File: src/rtl/ahb_pkg.sv
// rtl/ahb_pkg.sv - shared AHB encodings, FSM state type and transfer helpers
// Contents: HTRANS/HRESP encodings, slave FSM state type, legality check
// and byte-lane mask helpers used by the register slave.
package ahb_pkg;

    localparam logic [1:0] HTRANS_IDLE   = 2'b00;
    localparam logic [1:0] HTRANS_BUSY   = 2'b01;
    localparam logic [1:0] HTRANS_NONSEQ = 2'b10;
    localparam logic [1:0] HTRANS_SEQ    = 2'b11;

    localparam logic HRESP_OKAY  = 1'b0;
    localparam logic HRESP_ERROR = 1'b1;

    typedef logic [1:0] state_t;
    localparam state_t ST_IDLE = 2'd0;
    localparam state_t ST_WAIT = 2'd1;
    localparam state_t ST_ERR1 = 2'd2;
    localparam state_t ST_ERR2 = 2'd3;

    // Out-of-range word, oversize, misaligned, or a write to the status word
    // (always the last register).
    function automatic logic xfer_illegal(input logic [31:0] addr,
                                          input logic [2:0]  size,
                                          input logic        write,
                                          input int          num_regs);
        logic [31:0] idx;
        logic [31:0] nregs;
        idx   = {2'b00, addr[31:2]};
        nregs = $unsigned(num_regs);
        xfer_illegal = (idx >= nregs) ||
                       (size > 3'd2) ||
                       ((size == 3'd1) && addr[0]) ||
                       ((size == 3'd2) && (addr[1:0] != 2'b00)) ||
                       (write && (idx == nregs - 32'd1));
    endfunction

    // Little-endian byte-lane enables for a legal transfer.
    function automatic logic [3:0] lane_mask(input logic [1:0] addr,
                                             input logic [2:0] size);
        case (size)
            3'd0:    lane_mask = 4'b0001 << addr;
            3'd1:    lane_mask = addr[1] ? 4'b1100 : 4'b0011;
            default: lane_mask = 4'b1111;
        endcase
    endfunction

endpackage

File: src/rtl/ahb_reg_slave_if.sv
// rtl/ahb_reg_slave_if.sv - AHB slave-side bus bundle with master/slave modports
// Signals: HSEL, HADDR, HTRANS, HWRITE, HSIZE, HWDATA, HREADY, HMASTER,
// HMASTLOCK (master -> slave); HRDATA, HREADYOUT, HRESP (slave -> master).
interface ahb_reg_slave_if;
    logic        HSEL;
    logic [31:0] HADDR;
    logic [1:0]  HTRANS;
    logic        HWRITE;
    logic [2:0]  HSIZE;
    logic [31:0] HWDATA;
    logic        HREADY;
    logic [3:0]  HMASTER;
    logic        HMASTLOCK;
    logic [31:0] HRDATA;
    logic        HREADYOUT;
    logic        HRESP;

    modport master (
        output HSEL, HADDR, HTRANS, HWRITE, HSIZE, HWDATA, HREADY, HMASTER, HMASTLOCK,
        input  HRDATA, HREADYOUT, HRESP
    );

    modport slave (
        input  HSEL, HADDR, HTRANS, HWRITE, HSIZE, HWDATA, HREADY, HMASTER, HMASTLOCK,
        output HRDATA, HREADYOUT, HRESP
    );
endinterface

File: src/rtl/ahb_wait_counter.sv
// rtl/ahb_wait_counter.sv - loadable down-counter timing the WAIT state
// Ports: HCLK, HRESET (sync, active-high), load/load_val (start a wait of
// load_val cycles), done (high during the last wait cycle).
module ahb_wait_counter (
    input  logic       HCLK,
    input  logic       HRESET,
    input  logic       load,
    input  logic [1:0] load_val,
    output logic       done
);
    logic [1:0] count;

    always_ff @(posedge HCLK) begin
        if (HRESET) begin
            count <= 2'd0;
        end else if (load) begin
            count <= load_val;
        end else if (count != 2'd0) begin
            count <= count - 2'd1;
        end
    end

    assign done = (count == 2'd1);
endmodule

File: src/rtl/ahb_reg_slave.sv
// rtl/ahb_reg_slave.sv - AHB register slave with wait states, error response and status word
// Ports: HCLK, HRESET (sync, active-high), bus (ahb_reg_slave_if.slave).
// Parameters: NUM_REGS (2..16 words, last is read-only status),
// WAIT_STATES (0..3 stall cycles per OKAY transfer).
module ahb_reg_slave
    import ahb_pkg::*;
#(
    parameter int NUM_REGS    = 8,
    parameter int WAIT_STATES = 1
) (
    input  logic             HCLK,
    input  logic             HRESET,
    ahb_reg_slave_if.slave   bus
);
    localparam int IW = $clog2(NUM_REGS);

    state_t        state, state_nxt;
    logic [31:0]   regs [NUM_REGS];

    // Captured data-phase attributes of the pending legal transfer.
    logic          dp_valid;
    logic          dp_write;
    logic [IW-1:0] dp_idx;
    logic [3:0]    dp_strb;

    logic hready_out, accept, illegal, legal_acc, complete, wait_done;

    // Ready in IDLE (possibly completing) and ERR2; a new address phase can
    // only be taken while we are ready, which gives back-to-back pipelining.
    assign hready_out = (state == ST_IDLE) || (state == ST_ERR2);
    assign accept     = bus.HSEL && bus.HREADY && hready_out &&
                        ((bus.HTRANS == HTRANS_NONSEQ) || (bus.HTRANS == HTRANS_SEQ));
    assign illegal    = xfer_illegal(bus.HADDR, bus.HSIZE, bus.HWRITE, NUM_REGS);
    assign legal_acc  = accept && !illegal;
    assign complete   = dp_valid && (state == ST_IDLE);

    ahb_wait_counter u_wait (
        .HCLK     (HCLK),
        .HRESET   (HRESET),
        .load     (legal_acc && (WAIT_STATES != 0)),
        .load_val (2'(WAIT_STATES)),
        .done     (wait_done)
    );

    always_comb begin
        state_nxt = state;
        case (state)
            ST_IDLE, ST_ERR2: begin
                if (accept) begin
                    if (illegal)               state_nxt = ST_ERR1;
                    else if (WAIT_STATES != 0) state_nxt = ST_WAIT;
                    else                       state_nxt = ST_IDLE;
                end else begin
                    state_nxt = ST_IDLE;
                end
            end
            ST_WAIT: state_nxt = wait_done ? ST_IDLE : ST_WAIT;
            ST_ERR1: state_nxt = ST_ERR2;
            default: state_nxt = ST_IDLE;
        endcase
    end

    always_ff @(posedge HCLK) begin
        if (HRESET) begin
            state    <= ST_IDLE;
            dp_valid <= 1'b0;
            dp_write <= 1'b0;
            dp_idx   <= '0;
            dp_strb  <= 4'b0000;
            for (int i = 0; i < NUM_REGS; i++) regs[i] <= 32'h0;
        end else begin
            state <= state_nxt;
            // Status word is never a write target; writes to it are rejected.
            for (int i = 0; i < NUM_REGS - 1; i++) begin
                if (complete && dp_write && (dp_idx == IW'(i))) begin
                    for (int b = 0; b < 4; b++) begin
                        if (dp_strb[b]) regs[i][8*b +: 8] <= bus.HWDATA[8*b +: 8];
                    end
                end
            end
            if (hready_out) dp_valid <= legal_acc;
            if (legal_acc) begin
                dp_write           <= bus.HWRITE;
                dp_idx             <= bus.HADDR[IW+1:2];
                dp_strb            <= lane_mask(bus.HADDR[1:0], bus.HSIZE);
                regs[NUM_REGS - 1] <= {23'h0, bus.HMASTLOCK, 4'h0, bus.HMASTER};
            end
        end
    end

    assign bus.HREADYOUT = hready_out;
    assign bus.HRESP     = ((state == ST_ERR1) || (state == ST_ERR2)) ? HRESP_ERROR : HRESP_OKAY;
    assign bus.HRDATA    = (complete && !dp_write) ? regs[dp_idx] : 32'h0;
endmodule

File: src/flat_wrapper.sv
// flat-port wrapper written by rule: the top's interface ports become plain ports
module ahb_reg_slave_flat import ahb_pkg::*;
#(
    parameter int NUM_REGS    = 8,
    parameter int WAIT_STATES = 1
)
  (HCLK, HRESET, bus_HSEL, bus_HADDR, bus_HTRANS, bus_HWRITE, bus_HSIZE, bus_HWDATA, bus_HREADY, bus_HMASTER, bus_HMASTLOCK, bus_HRDATA, bus_HREADYOUT, bus_HRESP);
  ahb_reg_slave_if bus_i ();
  input  logic HCLK;
  input  logic HRESET;
  input wire logic [$bits(bus_i.HSEL)-1:0] bus_HSEL;
  input wire logic [$bits(bus_i.HADDR)-1:0] bus_HADDR;
  input wire logic [$bits(bus_i.HTRANS)-1:0] bus_HTRANS;
  input wire logic [$bits(bus_i.HWRITE)-1:0] bus_HWRITE;
  input wire logic [$bits(bus_i.HSIZE)-1:0] bus_HSIZE;
  input wire logic [$bits(bus_i.HWDATA)-1:0] bus_HWDATA;
  input wire logic [$bits(bus_i.HREADY)-1:0] bus_HREADY;
  input wire logic [$bits(bus_i.HMASTER)-1:0] bus_HMASTER;
  input wire logic [$bits(bus_i.HMASTLOCK)-1:0] bus_HMASTLOCK;
  output wire logic [$bits(bus_i.HRDATA)-1:0] bus_HRDATA;
  output wire logic [$bits(bus_i.HREADYOUT)-1:0] bus_HREADYOUT;
  output wire logic [$bits(bus_i.HRESP)-1:0] bus_HRESP;
  assign bus_i.HSEL = bus_HSEL;
  assign bus_i.HADDR = bus_HADDR;
  assign bus_i.HTRANS = bus_HTRANS;
  assign bus_i.HWRITE = bus_HWRITE;
  assign bus_i.HSIZE = bus_HSIZE;
  assign bus_i.HWDATA = bus_HWDATA;
  assign bus_i.HREADY = bus_HREADY;
  assign bus_i.HMASTER = bus_HMASTER;
  assign bus_i.HMASTLOCK = bus_HMASTLOCK;
  assign bus_HRDATA = bus_i.HRDATA;
  assign bus_HREADYOUT = bus_i.HREADYOUT;
  assign bus_HRESP = bus_i.HRESP;
  ahb_reg_slave #(.NUM_REGS(NUM_REGS), .WAIT_STATES(WAIT_STATES)) u_core (.HCLK(HCLK), .HRESET(HRESET), .bus(bus_i));
endmodule
File: config.mk
export PLATFORM = sky130hd
export DESIGN_NAME = ahb_reg_slave_flat
export DESIGN_NICKNAME = d
export VERILOG_FILES = /design/src/rtl/ahb_pkg.sv /design/src/rtl/ahb_reg_slave_if.sv /design/src/rtl/ahb_wait_counter.sv /design/src/rtl/ahb_reg_slave.sv /design/src/flat_wrapper.sv
export SDC_FILE = /design/constraint.sdc
export NUM_CORES = 1
export LEC_CHECK = 0
export BUFFER_PORTS_ARGS = -buffer_cell sky130_fd_sc_hd__buf_4
export CORE_MARGIN = 1
export CORE_UTILIZATION = 45
export CTS_BUF_LIST = sky130_fd_sc_hd__clkbuf_8 sky130_fd_sc_hd__clkbuf_16
export CTS_CLUSTER_SIZE = 8
export DETAILED_ROUTE_END_ITERATION = 6
export GPL_ROUTABILITY_DRIVEN = 0
export PLACE_DENSITY_LB_ADDON = 0.2
export SYNTH_ARGS = -nofsm -noshare
export SYNTH_HDL_FRONTEND = slang
export SYNTH_SLANG_ARGS = --single-unit
File: constraint.sdc
create_clock -name HCLK -period 2.3 [get_ports HCLK]
set_input_delay 0.46 -clock HCLK [delete_from_list [all_inputs] [get_ports HCLK]]
set_output_delay 0.46 -clock HCLK [all_outputs]
set_load 0.005 [all_outputs]
# Yosys cells after proc, flatten, opt, wreduce, memory -nomap -nowiden
# Memories as Yosys holds them, arrays and structs flattened. A register that Yosys moved wholly into a read port is not among the register bits.
# Index checks and enable logic that the tools add are counted.
totals:
  regBits: 13
  ram_bits: 256
  output_inout_bits: 34
  memories: 1
mem_list:
  columns: ["name", "words", "word_bits", "read_ports", "rd_clocked_by_memory_dff", "wr", "line_no", "source"]
  rows:
  - ["u_core.regs", 8, 32, 1, 1, 8, "ahb_reg_slave.sv:18", "logic [31:0] regs [NUM_REGS];"]
op_classes:
  addsub: 1
  order_cmp: 2
  n_eq_ne: 15
  n_shift: 1
  n_mux: 134
  bitwise: 29
  reduce_logical: 34
ops:
  columns: ["cell", "n"]
  rows:
  - ["two-way mux 8 bit", 28]
  - ["two-way mux 1 bit", 97]
  - ["two-way mux 32 bit", 2]
  - ["== test 30 x 3 -> 1 bit (second input constant)", 1]
  - ["greater-or-equal comparator 30 x 4 -> 1 bit (second input constant)", 1]
  - ["OR 1 bit", 29]
  - ["logical AND 1 bit", 17]
  - ["== test 3 x 2 -> 1 bit (second input constant)", 3]
  - ["== test 3 bit (second input constant)", 3]
  - ["== test 2 bit (second input constant)", 4]
  - ["one-hot mux 4 bit (2 select lines)", 1]
  - ["logical OR 1 bit", 7]
  - ["== test 3 x 1 -> 1 bit (second input constant)", 2]
  - ["logical NOT 3 bit", 2]
  - ["two-way mux 3 bit", 2]
  - ["one-hot mux 2 bit (3 select lines)", 1]
  - ["nonzero test 2 bit", 3]
  - ["== test 2 x 1 -> 1 bit (second input constant)", 2]
  - ["two-way mux 2 bit", 2]
  - ["two-way mux 4 bit", 1]
  - ["OR reduction 2 bit", 2]
  - ["left shift 1 x 2 -> 4 bit (first input constant)", 1]
  - ["greater-than comparator 3 x 2 -> 1 bit (second input constant)", 1]
  - ["logical NOT 1 bit", 2]
  - ["2 further kinds", 2]

# Depth between registers and ports, before layout
depth:
  word_depth: 11
  depth_mapped: 8
  mapped_depth_nobuf: 6

# By module
# Synthesis repeated with hierarchy kept, for this count alone.
hier_totals:
  cells_unflattened: 881
  hier_area_um2: 11100.6
by_module_without_submodules:
  columns: ["module", "instances", "cells_each", "area_per_inst_um2", "seq_area_each_um2"]
  rows:
  - ["ahb_reg_slave", 1, 867, 10969.3, 7156.9]
  - ["ahb_wait_counter", 1, 14, 131.4, 40.0]

# Worst setup path after synthesis
# Ideal clock, no wire load.
synth_timing:
  path_kind: "register to register"
  start: "reg u_core.state[0]"
  end: "mem u_core.regs[7][0] (enable)"
  arrival_ps: 1864
  path_slack_ps: 120
  stages_incl_launch_ff: 9
  n_path_buf: 2
  synth_period_minus_slack_ps: 2180
  cell_sequence: "dfxtp_1 > inv_1 > ha_1 > and4b_1 > o41ai_1 > or4_1 > buf_2 > buf_6 > nand2b_1"
synth_rtl:
  columns: ["element", "line_no", "source"]
  rows:
  - ["from (decl)", "ahb_reg_slave.sv:17", "state_t state, state_nxt;"]
  - ["from (signal assigned)", "ahb_reg_slave.sv:72", "state <= state_nxt;"]
  - ["to (decl)", "ahb_reg_slave.sv:18", null]

==> flow_summary_export.csv <==
group,metric,value,unit
status,status,"complete, but fails checks",
status,violations,"DRC, setup timing",
drt,detail-route-antenna-nets,0,
pwr,pwr-share-comb,5.3,%
timing,skew,0.0167,ns
synth,avgSynthCellArea,12.6,sq um
synth,post-synth-top-count-cell,"nor2_1",
floorplanning,io_pins,113,
layout,stdcell_count,1379,
flow_run,maxCapViolCount,0,
floorplanning,die_w,158,um
pwr,vdd.ir_drop.worst,349,uV
drt,first_pass_iters,7,
floorplanning,start_util,46.4,%
timing,layout_min_cycle_time,2.50,ns
critical_path,startpoint_type,"register",
clock_network,postCtsHoldBufs,0,
drt,postRouteWirelength,24900,um
pwr,power.switching,2.10,mW
clock_network,cts_tree,"built",
layout,design_area,0.0138,sq mm
synth,yosys-top-cells-area,"edfxtp_1, nor2_1, mux4_2",
drt,wire_per_inst,18.0,um
floorplanning,fp-row-count,56,
synth,ys_ff_latch,245,
layout,synthToLayoutAreaGrowth,25.2,%
timing,fin_setup_tns,-4.28,ns
synth,ys_seq_area_share,65.3,%
critical_path,crit_chain,"buf_4 -> buf_12 -> mux4_2 -> nor2_2 -> a211oi_2 -> buf_4",
synth,synth_edf_count,229,
timing,finalHoldViolCount,0,
timing,rsz0062_at_grt,"true",
pwr,pwr_density_cell,743,mW/mm^2
clock_network,cts_buffer_depth,3,
critical_path,required,1.84,ns
synth,ys_top_cells_by_count,"nor2_1, edfxtp_1, nand2b_1",
critical_path,cp_slowest_cell,"mux4_2",
synth,synth_cells,872,
clock_network,numCtsBuffers,36,
pwr,p_sw_share,20.5,%
layout,diodes,0,
synth,ys_warn_count,0,
grt,grt_max_degree,36,
timing,worst_slack,-0.198,ns
grt,grt_pass1_vias,7191,
grt,track_usage,20.6,%
clock_network,cts_root_buf,"clkbuf_16",
drt,detail_route.iter0.violations,510,
synth,synth_cell_type_count,32,
layout,register_area,0.00721,sq mm
critical_path,max_stage_delay,0.52,ns
layout,multi_input_area,0.00358,sq mm
critical_path,critical_path_class,"register to output pin",
layout,layout.nets,1132,
place,dpl.hpwl,17100,um
synth,syn_nets,957,
synth,async_flop_share,0,%
pwr,clkPwrFrac,44.7,%
synth,synth_area,0.0110,sq mm
critical_path,crit_fanout,9,
floorplanning,core_region_area,0.0238,sq mm
place,dp_cells,1324,
critical_path,path_common_cell,"buf_4",
clock_network,clock_latency,0.50,ns
place,placed_cell_area,0.0127,sq mm
timing,fmax,400,MHz
timing,slew_viol_final,0,
clock_network,clk_pin_slew,0.05,ns
timing,setup_viol,32,
drt,vias_per_cell,5.27,
synth,synth_area_leader_cell,"edfxtp_1",
critical_path,critPathArrivalTime,2.04,ns
drt,num_vias,7268,
worst_hold_path,hp-class,"input port to register",
grt,grt_pass1_wl,38600,um
critical_path,critPathBufInv,3,
synth,synthFlopType,"edfxtp_1",
layout,fill_cells,1919,
critical_path,cp-end-kind,"output pin",
floorplanning,fp.dieH,158,um
drt,drc,1,
place,io_buffer_count,111,
layout,drive_gt1_share,27.0,%
timing,max_slew_margin,69.5,%
timing,worstMarginPinSlew,0.457,ns
clock_network,htreeDepth,2,
clock_network,clock-sinks,245,
synth,synth.top_cell.area_share,62.4,%
pwr,seqPwrFrac,50.1,%
grt,grt-ovfl-total,0,
floorplanning,die_area,0.0251,sq mm
timing,fin_crit_sh,109,%
pwr,internal_power,8.15,mW
grt,antenna_found_initial,0,
pwr,p_leak,5.18,nW
critical_path,cpLargestDelayFamily,"multiplexers",
final cells by class:
cell class | instances | share of cell area, %
inverters | 37 | 1.01
well taps | 319 | 2.89
repair buffers | 180 | 10.9
clock inverters | 14 | 0.390
multi-input cells | 547 | 25.9
clock buffers | 37 | 6.71
flip-flops and latches | 245 | 52.2
registers in the layout, summed over array words and instances (netlist names), named ones only:
signal and flops:
u_core.regs 229, u_core.dp_strb 4, u_core.dp_idx 3, u_core.state 2, u_core.u_wait.count 2, u_core.dp_valid 1, u_core.dp_write 1
per-stage QoR:
stage / worst slack, ns / power [mW] / hold slack, ns / util, %
after floorplan: 0.120 / 5.49 / 0.463 / -
after global placement: 0.0931 / 5.74 / 0.482 / 53.4
after detailed placement: 0.0623 / 5.75 / 0.490 / 53.4
after CTS: -0.228 / 10.3 / 0.246 / 57.8
after global routing: -0.268 / 10.6 / 0.266 / 58.1
final: -0.198 / 10.3 / 0.258 / 58.1
worst paths after layout:
path                                  startpoint           endpoint  slack (ns)  cells past startpoint
worst max-delay path                    register     bus_HRDATA[28]       -0.20                      6
worst min-delay path                  bus_HWRITE    u_core.dp_write        0.26                      3
worst max register to register   u_core.state[0]  u_core.dp_strb[3]        0.16                      7
worst min register to register  u_core.dp_idx[0]           register        0.51                      2
power by group through the flow:
stage	combinational (mW)	clock (mW)	sequential, mW
2_1_floorplan	0.296	0	5.19
3_3_place_gp	0.531	0	5.20
3_5_place_dp	0.540	0	5.21
4_1_cts	0.545	4.66	5.13
5_1_grt	0.598	4.85	5.14
6_report	0.541	4.58	5.13
layout by cell type, fill, tap and decap left out, drive strengths merged, types with 11 or more instances in the layout:
| master | synthesis | routed |
|---|---|---|
| a211oi | 27 | 27 |
| a21oi | 34 | 34 |
| buf | 15 | 180 |
| clkbuf | 28 | 37 |
| dfxtp | 16 | 16 |
| edfxtp | 229 | 229 |
| inv | 37 | 50 |
| mux2i | 37 | 37 |
| mux4 | 37 | 37 |
| nand2 | 29 | 29 |
| nand2b | 68 | 68 |
| nor2 | 258 | 258 |
| nor2b | 11 | 11 |
routing by layer:
metal  track usage [%]  share of wire, %  up-vias  routed length (um)
met2              34.6                49      238               12200
met3              2.91               5.1       29                1270
met5                 0                 0        -                   0
li1                  -                 -     3449                   -
met1              27.6                44     3552               10900
met4              6.87               1.8        0                 452
repair_timing:
item,4_1_cts,5_1_grt
setup buffers,1,2
endpoints found under the setup margin,32,32
gates cloned,1,0
gates resized for setup,8,19
worst min-delay path, cell delays in order:
cell and delay, ns:
buf_4 0.12, nand2b_1 0.06, mux2i_1 0.05
cells by family after synthesis:
logic type,Yosys count,synth area share (%)
flip-flops,245,65.3
XOR/XNOR,1,0.0795
multiplexers,77,11.2
AND/OR/NAND/NOR,389,15.6
adder cells (fa/ha/maj),6,0.681
AO/OA/AOI/OAI,74,4.16
buffers and inverters,80,2.92
Power figures use the tool's default switching activity.
